File: config.mk
export PLATFORM = sky130hd
export DESIGN_NAME = mem_access_unit
export DESIGN_NICKNAME = d
export VERILOG_FILES = /design/src/rtl/mem_access_unit_pkg.sv /design/src/rtl/mem_load_align.sv /design/src/rtl/mem_access_unit.sv
export SDC_FILE = /design/constraint.sdc
export NUM_CORES = 1
export LEC_CHECK = 0
export ABC_AREA = 1
export CORE_ASPECT_RATIO = 1.4
export CORE_MARGIN = 2
export CORE_UTILIZATION = 45
export CTS_CLUSTER_SIZE = 24
export DETAILED_ROUTE_END_ITERATION = 6
export GPL_TIMING_DRIVEN = 1
export PLACE_DENSITY = 0.84
export SLEW_MARGIN = 20
export SYNTH_ARGS = -nofsm -noshare
export SYNTH_HDL_FRONTEND = slang
export SYNTH_HIERARCHICAL = 1
export SYNTH_SLANG_ARGS = --single-unit
File: constraint.sdc
create_clock -name clk -period 13 [get_ports clk]
set_clock_uncertainty 0.05 [all_clocks]
set_input_delay 3.9 -clock clk [delete_from_list [all_inputs] [get_ports clk]]
set_output_delay 3.9 -clock clk [all_outputs]
set_load 0.01 [all_outputs]
File: src/rtl/mem_access_unit_pkg.sv
// Shared definitions for the data-memory stage: state encoding, access size,
// byte-enable constants and the byte-lane decode helper.
package mem_access_unit_pkg;

  localparam int REG_ADDR_WIDTH_DEFAULT = 4;

  localparam logic [3:0] BE_NONE = 4'b0000;
  localparam logic [3:0] BE_WORD = 4'b1111;

  typedef enum logic {
    IDLE = 1'b0,
    WAIT = 1'b1
  } mau_state_t;

  typedef enum logic {
    SIZE_WORD = 1'b0,
    SIZE_BYTE = 1'b1
  } access_size_t;

  // One-hot byte enable for the lane selected by the low address bits.
  function automatic logic [3:0] byte_lane_be(input logic [1:0] offset);
    return 4'b0001 << offset;
  endfunction

endpackage

File: src/rtl/mem_load_align.sv
// Load-path formatter: byte loads pick one lane and zero-extend it, word loads
// rotate the returned word so an unaligned address behaves like ARMv4.
module mem_load_align
  import mem_access_unit_pkg::*;
(
  input  logic [31:0]  rdata,
  input  logic [1:0]   offset,
  input  access_size_t size,
  output logic [31:0]  load_data
);

  // Select a lane or rotate the word depending on the access size.
  always_comb begin
    load_data = 32'h0;
    if (size == SIZE_BYTE) begin
      case (offset)
        2'd0: load_data = {24'h0, rdata[7:0]};
        2'd1: load_data = {24'h0, rdata[15:8]};
        2'd2: load_data = {24'h0, rdata[23:16]};
        2'd3: load_data = {24'h0, rdata[31:24]};
        default: load_data = 32'h0;
      endcase
    end else begin
      case (offset)
        2'd0: load_data = rdata;
        2'd1: load_data = {rdata[7:0], rdata[31:8]};
        2'd2: load_data = {rdata[15:0], rdata[31:16]};
        2'd3: load_data = {rdata[23:0], rdata[31:24]};
        default: load_data = rdata;
      endcase
    end
  end

endmodule

File: src/rtl/mem_access_unit.sv
// Data-memory stage: turns load/store control into a req/ack transaction,
// stalls upstream while it is outstanding, aborts it through a watchdog, and
// registers control, result and formatted load data for mem_wb_reg.
module mem_access_unit
  import mem_access_unit_pkg::*;
#(
  parameter int REG_ADDR_WIDTH = REG_ADDR_WIDTH_DEFAULT,
  parameter int TIMEOUT_CYCLES = 15,
  parameter int TIMEOUT_WIDTH  = 4
) (
  input  logic                      clk,
  input  logic                      reset,
  input  logic                      valid_in,
  input  logic                      reg_write_enable_in,
  input  logic                      mem_write_enable_in,
  input  logic                      mem_to_reg_select_in,
  input  logic                      byte_access_in,
  input  logic [31:0]               alu_result_in,
  input  logic [31:0]               store_data_in,
  input  logic [REG_ADDR_WIDTH-1:0] rd_in,
  output logic                      stall_out,
  output logic                      dmem_req,
  output logic                      dmem_we,
  output logic [31:0]               dmem_addr,
  output logic [31:0]               dmem_wdata,
  output logic [3:0]                dmem_be,
  input  logic                      dmem_ack,
  input  logic [31:0]               dmem_rdata,
  output logic                      valid_out,
  output logic                      reg_write_enable_out,
  output logic                      mem_to_reg_select_out,
  output logic [REG_ADDR_WIDTH-1:0] rd_out,
  output logic [31:0]               alu_result_out,
  output logic [31:0]               load_data_out,
  output logic                      mem_fault_out
);

  localparam logic [TIMEOUT_WIDTH-1:0] TIMEOUT_LIMIT = TIMEOUT_WIDTH'(TIMEOUT_CYCLES);

  mau_state_t                 state;
  logic [TIMEOUT_WIDTH-1:0]   wd_cnt;

  logic                       hold_reg_write;
  logic                       hold_is_load;
  logic [REG_ADDR_WIDTH-1:0]  hold_rd;
  logic [31:0]                hold_alu_result;
  logic [1:0]                 hold_offset;
  access_size_t               hold_size;

  logic                       mem_op;
  logic                       is_store;
  logic                       ack_seen;
  logic                       timeout_hit;
  access_size_t               cap_size;
  logic [3:0]                 cap_be;
  logic [31:0]                cap_wdata;
  logic [31:0]                aligned_data;

  assign mem_op      = valid_in & (mem_write_enable_in | mem_to_reg_select_in);
  assign is_store    = mem_write_enable_in;
  assign ack_seen    = dmem_req & dmem_ack;
  assign timeout_hit = (wd_cnt == TIMEOUT_LIMIT);
  assign cap_size    = byte_access_in ? SIZE_BYTE : SIZE_WORD;

  // Upstream holds while a request is about to start or is still waiting;
  // the ack cycle and the abort cycle let the pipeline advance.
  always_comb begin
    stall_out = 1'b0;
    if (!reset) begin
      if (state == IDLE) begin
        stall_out = mem_op;
      end else begin
        stall_out = ~ack_seen & ~timeout_hit;
      end
    end
  end

  // Store lane placement and byte enables for the request being captured.
  always_comb begin
    cap_be    = BE_WORD;
    cap_wdata = 32'h0;
    if (cap_size == SIZE_BYTE) begin
      cap_be = byte_lane_be(alu_result_in[1:0]);
    end
    if (is_store) begin
      cap_wdata = (cap_size == SIZE_BYTE) ? {4{store_data_in[7:0]}} : store_data_in;
    end
  end

  mem_load_align u_load_align (
    .rdata     (dmem_rdata),
    .offset    (hold_offset),
    .size      (hold_size),
    .load_data (aligned_data)
  );

  // Transaction state machine, watchdog and registered stage outputs.
  always_ff @(posedge clk or posedge reset) begin
    if (reset) begin
      state                 <= IDLE;
      wd_cnt                <= '0;
      dmem_req              <= 1'b0;
      dmem_we               <= 1'b0;
      dmem_addr             <= 32'h0;
      dmem_wdata            <= 32'h0;
      dmem_be               <= BE_NONE;
      hold_reg_write        <= 1'b0;
      hold_is_load          <= 1'b0;
      hold_rd               <= '0;
      hold_alu_result       <= 32'h0;
      hold_offset           <= 2'b00;
      hold_size             <= SIZE_WORD;
      valid_out             <= 1'b0;
      reg_write_enable_out  <= 1'b0;
      mem_to_reg_select_out <= 1'b0;
      rd_out                <= '0;
      alu_result_out        <= 32'h0;
      load_data_out         <= 32'h0;
      mem_fault_out         <= 1'b0;
    end else begin
      mem_fault_out <= 1'b0;
      case (state)
        IDLE: begin
          if (mem_op) begin
            state                 <= WAIT;
            wd_cnt                <= TIMEOUT_WIDTH'(1);
            dmem_req              <= 1'b1;
            dmem_we               <= is_store;
            dmem_addr             <= {alu_result_in[31:2], 2'b00};
            dmem_wdata            <= cap_wdata;
            dmem_be               <= cap_be;
            hold_reg_write        <= reg_write_enable_in;
            hold_is_load          <= mem_to_reg_select_in & ~is_store;
            hold_rd               <= rd_in;
            hold_alu_result       <= alu_result_in;
            hold_offset           <= alu_result_in[1:0];
            hold_size             <= cap_size;
            valid_out             <= 1'b0;
            reg_write_enable_out  <= 1'b0;
            mem_to_reg_select_out <= 1'b0;
            rd_out                <= '0;
            alu_result_out        <= 32'h0;
            load_data_out         <= 32'h0;
          end else begin
            valid_out             <= valid_in;
            reg_write_enable_out  <= valid_in & reg_write_enable_in;
            mem_to_reg_select_out <= valid_in & mem_to_reg_select_in;
            rd_out                <= valid_in ? rd_in : '0;
            alu_result_out        <= valid_in ? alu_result_in : 32'h0;
            load_data_out         <= 32'h0;
          end
        end
        WAIT: begin
          if (ack_seen) begin
            state                 <= IDLE;
            wd_cnt                <= '0;
            dmem_req              <= 1'b0;
            valid_out             <= 1'b1;
            reg_write_enable_out  <= hold_reg_write;
            mem_to_reg_select_out <= hold_is_load;
            rd_out                <= hold_rd;
            alu_result_out        <= hold_alu_result;
            load_data_out         <= hold_is_load ? aligned_data : 32'h0;
          end else if (timeout_hit) begin
            state                 <= IDLE;
            wd_cnt                <= '0;
            dmem_req              <= 1'b0;
            mem_fault_out         <= 1'b1;
            valid_out             <= 1'b0;
            reg_write_enable_out  <= 1'b0;
            mem_to_reg_select_out <= 1'b0;
            rd_out                <= '0;
            alu_result_out        <= 32'h0;
            load_data_out         <= 32'h0;
          end else begin
            wd_cnt <= wd_cnt + 1'b1;
          end
        end
        default: state <= IDLE;
      endcase
    end
  end

endmodule

==> results.rst <==
.. list-table::
   :header-rows: 1

   * - Metric
     - Value
   * - Number of antenna violations at the first check in global routing
     - 1
   * - CTS HTree Levels
     - 4
   * - Via Count
     - 7662
   * - Insertion delay of the later-clocked pin in the worst-skew pair
     - 0.42 ns
   * - Synth cell count leaders
     - sky130_fd_sc_hd__nand2_1, sky130_fd_sc_hd__nand3_1, sky130_fd_sc_hd__dfrtp_1
   * - Reported max-cap violation count
     - 0
   * - Share of power burned in the clock network
     - 20.5%
   * - Switching Share
     - 39.4%
   * - Min-Delay Path Class
     - reg2reg
   * - Combinational group share of total power
     - 45.7%
   * - Final count of pins violating max slew
     - 0
   * - Postcts setup bufs
     - 0
   * - Flip-flop and latch count after synthesis
     - 154
   * - Core Footprint
     - 17500 um^2
   * - Synthesis-to-layout area growth
     - 34.0%
   * - Mapped cell area
     - 8050 um^2
   * - Number of hold violations in the final report
     - 0
   * - Deepest clock path buffer count
     - 2
   * - Final Setup Violations
     - 0
   * - Number of instances in the synthesized netlist
     - 1029
   * - Startpoint types
     - input port
   * - LEAKAGE
     - 0.00526 uW
   * - Crit Path Category
     - in2out
   * - Number of buffers inserted during clock tree synthesis
     - 17
   * - Drt total wl
     - 23.8 mm
   * - VDD IR-drop max
     - 0.140 mV
   * - Global route overflow
     - 0
   * - Total track usage
     - 24.9%
   * - Result of the run
     - finished clean
   * - Final clock period utilization by the worst path
     - 78.6%
   * - Count of input and output buffers
     - 248
   * - Number of enable-type register cells in the synthesized netlist
     - 0
   * - Vias in the first global route
     - 7241
   * - Number of nets in the layout
     - 1308
   * - Share of Yosys cell area claimed by the top area cell type
     - 47.9%
   * - CP max stage delay
     - 0.62 ns
   * - Layout cells sized above 1
     - 5.94%
   * - Initial Utilization
     - 46.0%
   * - Antenna diode count
     - 0
   * - Critical Path, Cell by Cell
     - clkdlybuf4s50_1 -> nand2_1 -> nand2_1 -> inv_2 -> buf_4 -> nand2_1 -> a21oi_1 -> clkdlybuf4s50_1
   * - Highest clock rate
     - 97.9 MHz
   * - TritonCTS clock tree
     - done
   * - Pwr dens
     - 218 nW/um^2
   * - CTS resizes
     - 0
   * - Hold Buf Count CTS
     - 0
   * - Count of boundary I/O pins
     - 251
   * - Remaining routing DRC violations
     - 0
   * - Routability-driven placement congestion ratio
     - 0.868
   * - RSZ-0062 raised after global routing
     - false
   * - Main synth FF type
     - sky130_fd_sc_hd__dfrtp_1
   * - CP max-delay cell
     - sky130_fd_sc_hd__buf_4
   * - Most used standard cell by instance count after synthesis
     - sky130_fd_sc_hd__nand2_1
   * - Number of placement rows
     - 57
   * - Async S/R FF share, synth
     - 100%
   * - Number of DRC violations after detailed-routing iteration 0
     - 751
   * - Synth unique cells
     - 28
   * - Post-synth top area cell
     - sky130_fd_sc_hd__dfrtp_1
   * - Worst endpoint required time
     - 9.05 ns
   * - Die Outline Area
     - 19000 um^2
   * - Final min period
     - 10.21 ns
   * - YS warnings
     - 6
   * - Worst-Margin Slew
     - 0.993 ns
   * - Power share of the sequential group
     - 33.8%
   * - CTS clock-pin slew for the worst setup and hold paths
     - 0.06 ns
   * - Clk sinks
     - 154
   * - Via-per-instance ratio
     - 5.29
   * - Worst EP arrival
     - 6.26 ns
   * - Synth area leaders
     - sky130_fd_sc_hd__dfrtp_1, sky130_fd_sc_hd__nand2_1, sky130_fd_sc_hd__nand3_1
   * - Sequential area share after synthesis
     - 47.9%
   * - Global-route wire length before repair
     - 37.1 mm
   * - Cell repeated most along the worst path
     - sky130_fd_sc_hd__nand2_1
   * - Vertical die dimension
     - 162 um
   * - Routed wirelength normalized by instance count
     - 16.5 um
   * - Mean Syn Cell Area
     - 7.82 um^2
   * - Root Buffer
     - sky130_fd_sc_hd__clkbuf_16
   * - Die Wd
     - 117 um
   * - Max Fanout on Critical Path
     - 73
   * - Slew Limit Headroom
     - 33.6%
   * - Final TNS setup
     - 0 ns
   * - Largest net degree at the start of global routing
     - 99
   * - Switch Pwr
     - 926 uW
   * - First-pass detailed-route iteration total
     - 5
   * - HPWL after detailed placement
     - 15.9 mm
   * - Worst hold slack across all endpoints
     - 0.437 ns
   * - Critical path capture point type
     - output pin
   * - Internal power
     - 1420 uW
   * - Number of nets with antenna violations after routing
     - 0
==> worst paths after layout <==
kind,end,start,cells after the start,slack [ns]
setup / recovery,stall_out,dmem_ack,8,2.79
hold / removal,hold_rd[2],hold_rd[2],2,0.44
setup reg to reg,load_data_out[9],hold_alu_result[0],7,10.77
hold reg to reg,hold_rd[2],hold_rd[2],2,0.44
max in group asynchronous,alu_result_out[31],reset,3,7.54
min in group asynchronous,dmem_req,reset,2,4.02
==> routing by layer <==
| layer | up-vias | wire [um] | global-route usage, % |
|---|---|---|---|
| met5 | - | 13 | 0 |
| met4 | 2 | 679 | 9.30 |
| met3 | 53 | 1260 | 4.85 |
| met2 | 312 | 12100 | 41.6 |
| met1 | 3644 | 9740 | 31.6 |
| li1 | 3651 | - | - |
==> placed cells by master (no fill, tap or decap), types with 2 or more instances in the layout <==
| master | Yosys | layout |
|---|---|---|
| sky130_fd_sc_hd__a22o_1 | 32 | 32 |
| sky130_fd_sc_hd__inv_6 | 0 | 6 |
| sky130_fd_sc_hd__a21oi_1 | 25 | 25 |
| sky130_fd_sc_hd__nand2_1 | 326 | 326 |
| sky130_fd_sc_hd__clkinv_2 | 0 | 2 |
| sky130_fd_sc_hd__o21ai_1 | 5 | 5 |
| sky130_fd_sc_hd__nand3_1 | 208 | 207 |
| sky130_fd_sc_hd__nor2_1 | 80 | 80 |
| sky130_fd_sc_hd__nor2_2 | 2 | 2 |
| sky130_fd_sc_hd__clkdlybuf4s50_1 | 0 | 248 |
| sky130_fd_sc_hd__o21ai_0 | 25 | 25 |
| sky130_fd_sc_hd__inv_8 | 0 | 2 |
| sky130_fd_sc_hd__a21oi_2 | 13 | 13 |
| sky130_fd_sc_hd__dfrtp_2 | 0 | 3 |
| sky130_fd_sc_hd__dfrtp_1 | 154 | 151 |
| sky130_fd_sc_hd__nor2_4 | 2 | 2 |
| sky130_fd_sc_hd__inv_2 | 7 | 7 |
| sky130_fd_sc_hd__buf_4 | 39 | 7 |
| sky130_fd_sc_hd__nand2_4 | 2 | 2 |
| sky130_fd_sc_hd__clkbuf_16 | 0 | 17 |
| sky130_fd_sc_hd__conb_1 | 1 | 2 |
| sky130_fd_sc_hd__clkinvlp_4 | 0 | 3 |
| sky130_fd_sc_hd__inv_1 | 36 | 35 |
==> sequential cells by signal, summed over array words and instances (netlist names) <==
| register | flops |
|---|---|
| hold_alu_result | 32 |
| dmem_we | 1 |
| dmem_be | 4 |
| dmem_wdata | 32 |
| wd_cnt | 4 |
| mem_to_reg_select_out | 1 |
| hold_size | 1 |
| dmem_req | 1 |
| state | 1 |
| hold_is_load | 1 |
| mem_fault_out | 1 |
| alu_result_out | 32 |
| valid_out | 1 |
| hold_reg_write | 1 |
| hold_rd | 4 |
| rd_out | 4 |
| load_data_out | 32 |
| reg_write_enable_out | 1 |
==> power by group through the flow <==
stage	Sequential (uW)	Clock, uW	Combinational [uW]
floorplan	814	0	651
global placement	790	0	1050
detailed placement	798	0	1070
CTS	791	488	1080
global route	814	510	1180
finish	793	481	1070
==> logic make-up (layout without fill, tap and decap cells) <==
kind of cell | Yosys count | count (layout) | synth area share [%]
flip-flops | 154 | 154 | 47.9
adder cells (fa/ha/maj) | 1 | 1 | 0.155
AO/OA/AOI/OAI | 101 | 101 | 8.40
XOR/XNOR | 1 | 1 | 0.109
other | 1 | 2 | 0.0466
AND/OR/NAND/NOR | 622 | 622 | 32.8
buffers and inverters | 149 | 331 | 10.6
==> per-stage QoR <==
| step | instances | area [um^2] | util, % | setup WS, ns | power, uW |
|---|---|---|---|---|---|
| 2_1_floorplan | 1030 | 8050 | - | 4.51 | 1460 |
| 3_3_place_gp | 1416 | 10200 | 58.5 | 2.87 | 1840 |
| 3_5_place_dp | 1416 | 10200 | 58.5 | 2.82 | 1870 |
| 4_1_cts | 1448 | 10800 | 61.7 | 2.81 | 2360 |
| 5_1_grt | 1448 | 10800 | 61.7 | 2.65 | 2500 |
| 6_report | 1448 | 10800 | 61.7 | 2.79 | 2350 |
==> final cells by class <==
cell class	count	area (um^2)
Clock buffer	18	429
Sequential cell	154	3860
Timing Repair Buffer	255	2530
Tap cell	236	295
Inverter	44	173
Fill cell	1489	6690
Clock inverter	14	138
Multi-Input combinational cell	727	3350
==> critical path, delay by kind of cell <==
family	cells	cell delay, ns
and+or+nand+nor	3	0.50
AOI/OAI and AO/OA	1	0.20
buffers and inverters	4	1.65
Power figures use the tool's default switching activity.
==> edit: new RTL, same settings <==
The package constant `REG_ADDR_WIDTH_DEFAULT` goes from 4 to 5.
--- a/src/rtl/mem_access_unit_pkg.sv
+++ b/src/rtl/mem_access_unit_pkg.sv
@@ -2,7 +2,7 @@
 // byte-enable constants and the byte-lane decode helper.
 package mem_access_unit_pkg;
 
-  localparam int REG_ADDR_WIDTH_DEFAULT = 4;
+  localparam int REG_ADDR_WIDTH_DEFAULT = 5;
 
   localparam logic [3:0] BE_NONE = 4'b0000;
   localparam logic [3:0] BE_WORD = 4'b1111;
Interface: changed (resized rd_in and rd_out); port bits go from 251 to 253. No check against the original RTL was run, so the function may have changed too.
==> edit against the original RTL <==
- design area up 1.0%
- worst setup slack gained 0.78 ns
- sequential cell count rose by 2
- routed wire length increased by 2.3%
- power up 1.1%
- count of clock-buffer cells in the layout is 3 higher
- critical path depth down 1
- area after synthesis is 1.3% higher
- via count increased by 2.2%
- critical path type unchanged
- largest cell class unchanged
==> edit: results <==
[outcome]
outcome = "completed"

[hold_path]
hp-class = "reg -> reg"
hp-start = "hold_reg_write$_DFFE_PP0P_"
min_to = "hold_reg_write$_DFFE_PP0P_"

[yosys]
netlist_top_cells_count = "331 x nand2_1, 210 x nand3_1, 156 x dfrtp_1"
synthTopCellsByArea = "dfrtp_1 48%, nand2_1 15%, nand3_1 13%"
synthDistinctLibCells = 27
yosysSeqAreaShare_pct = 47.9

[critical_path]
reg2reg_slack_ns = 10.72
reg2reg_to = "load_data_out[2]$_DFFE_PP0P_"
crit_path_max_fanout = 4
cp.arrival_ns = 5.49
reg2reg_from = "hold_alu_result[1]$_DFFE_PP0P_"

[detailed_routing]
dr.pass1.iters = 6
drtIter0Drc = 918
vias = 7828
wire_per_inst_um = 16.6

[clocking]
htreeDepth = 4
clk_pin_slew_ns = 0.06

[grt]
met3_usage_pct = 5.27
grt_pass1_wl_um = 38100
grt_use_met1_pct = 30.4
antenna_found_initial = 0
grt_pass1_vias = 7210
grtUsageMet2_pct = 41.3
grt_max_degree = 101
grt_usage_pct = 24.8

[place]
io_buffer_count = 250
dp_hpwl_um = 16300
pre_cts_ws_ns = 3.56
gp_congestion = 0.847

[pwr]
leakage_nw = 5.31
ir_drop_mv = 0.114

[final_layout]
finalNetCount = 1322
drive_gt1_share_pct = 5.80
antenna_cells = 0

[sta]
drv_slew = 0
max-slew-margin-rel_pct = 35.1
-- edit: worst max path at each step --
stage / start / to / slack (ns)
after floorplan: dmem_ack / stall_out / 4.45
after global placement: dmem_ack / stall_out / 3.59
after detailed placement: dmem_ack / stall_out / 3.56
after CTS: dmem_ack / stall_out / 3.56
after global routing: dmem_ack / stall_out / 3.47
final: dmem_ack / stall_out / 3.56
-- edit: power breakdown --
part / switching, mW / total, mW / internal, mW
combinational: 0.584 / 1.08 / 0.499
clock: 0.204 / 0.480 / 0.276
sequential: 0.143 / 0.810 / 0.667
-- edit: cells by family after synthesis --
family	after synthesis	share of synthesized area, %
compound gates	101	8.29
xor+xnor	1	0.108
fa+ha+maj	1	0.154
buf+inv	151	10.8
flops	156	47.9
other cells	1	0.0460
simple gates	629	32.7
-- edit: through the flow --
step                      instances  utilization [%]  instance area [µm²]  total power, mW  hold WS, ns
after detailed placement       1433             57.8                10300             1.89        0.420
final                          1465             61.0                10900             2.37        0.433
after global placement         1433             57.8                10300             1.86        0.411
after floorplan                1041                -                 8150             1.49        0.399
after CTS                      1465             61.0                10900             2.38        0.435
after global routing           1465             61.0                10900             2.52        0.446
-- edit: per-layer routing --
metal / wire length, µm / vias to the layer above
met5: 0 / -
met4: 1240 / 0
met3: 1770 / 71
met2: 12100 / 390
met1: 9320 / 3675
li1: - / 3692
-- edit: area by class of cell --
cell class / instances / area (µm²)
Clock inverter: 11 / 109
Sequential cell: 156 / 3910
Timing Repair Buffer: 259 / 2570
Multi-Input combinational cell: 734 / 3370
Inverter: 44 / 173
Clock buffer: 21 / 460
Tap cell: 240 / 300
Fill cell: 1560 / 6960
-- edit: worst max-delay path, cell delays in order --
cell	delay, ns
clkdlybuf4s50_1	0.44
nand2_1	0.14
nand2_1	0.11
inv_2	0.07
nand2_1	0.13
a21oi_1	0.15
clkdlybuf4s50_1	0.55
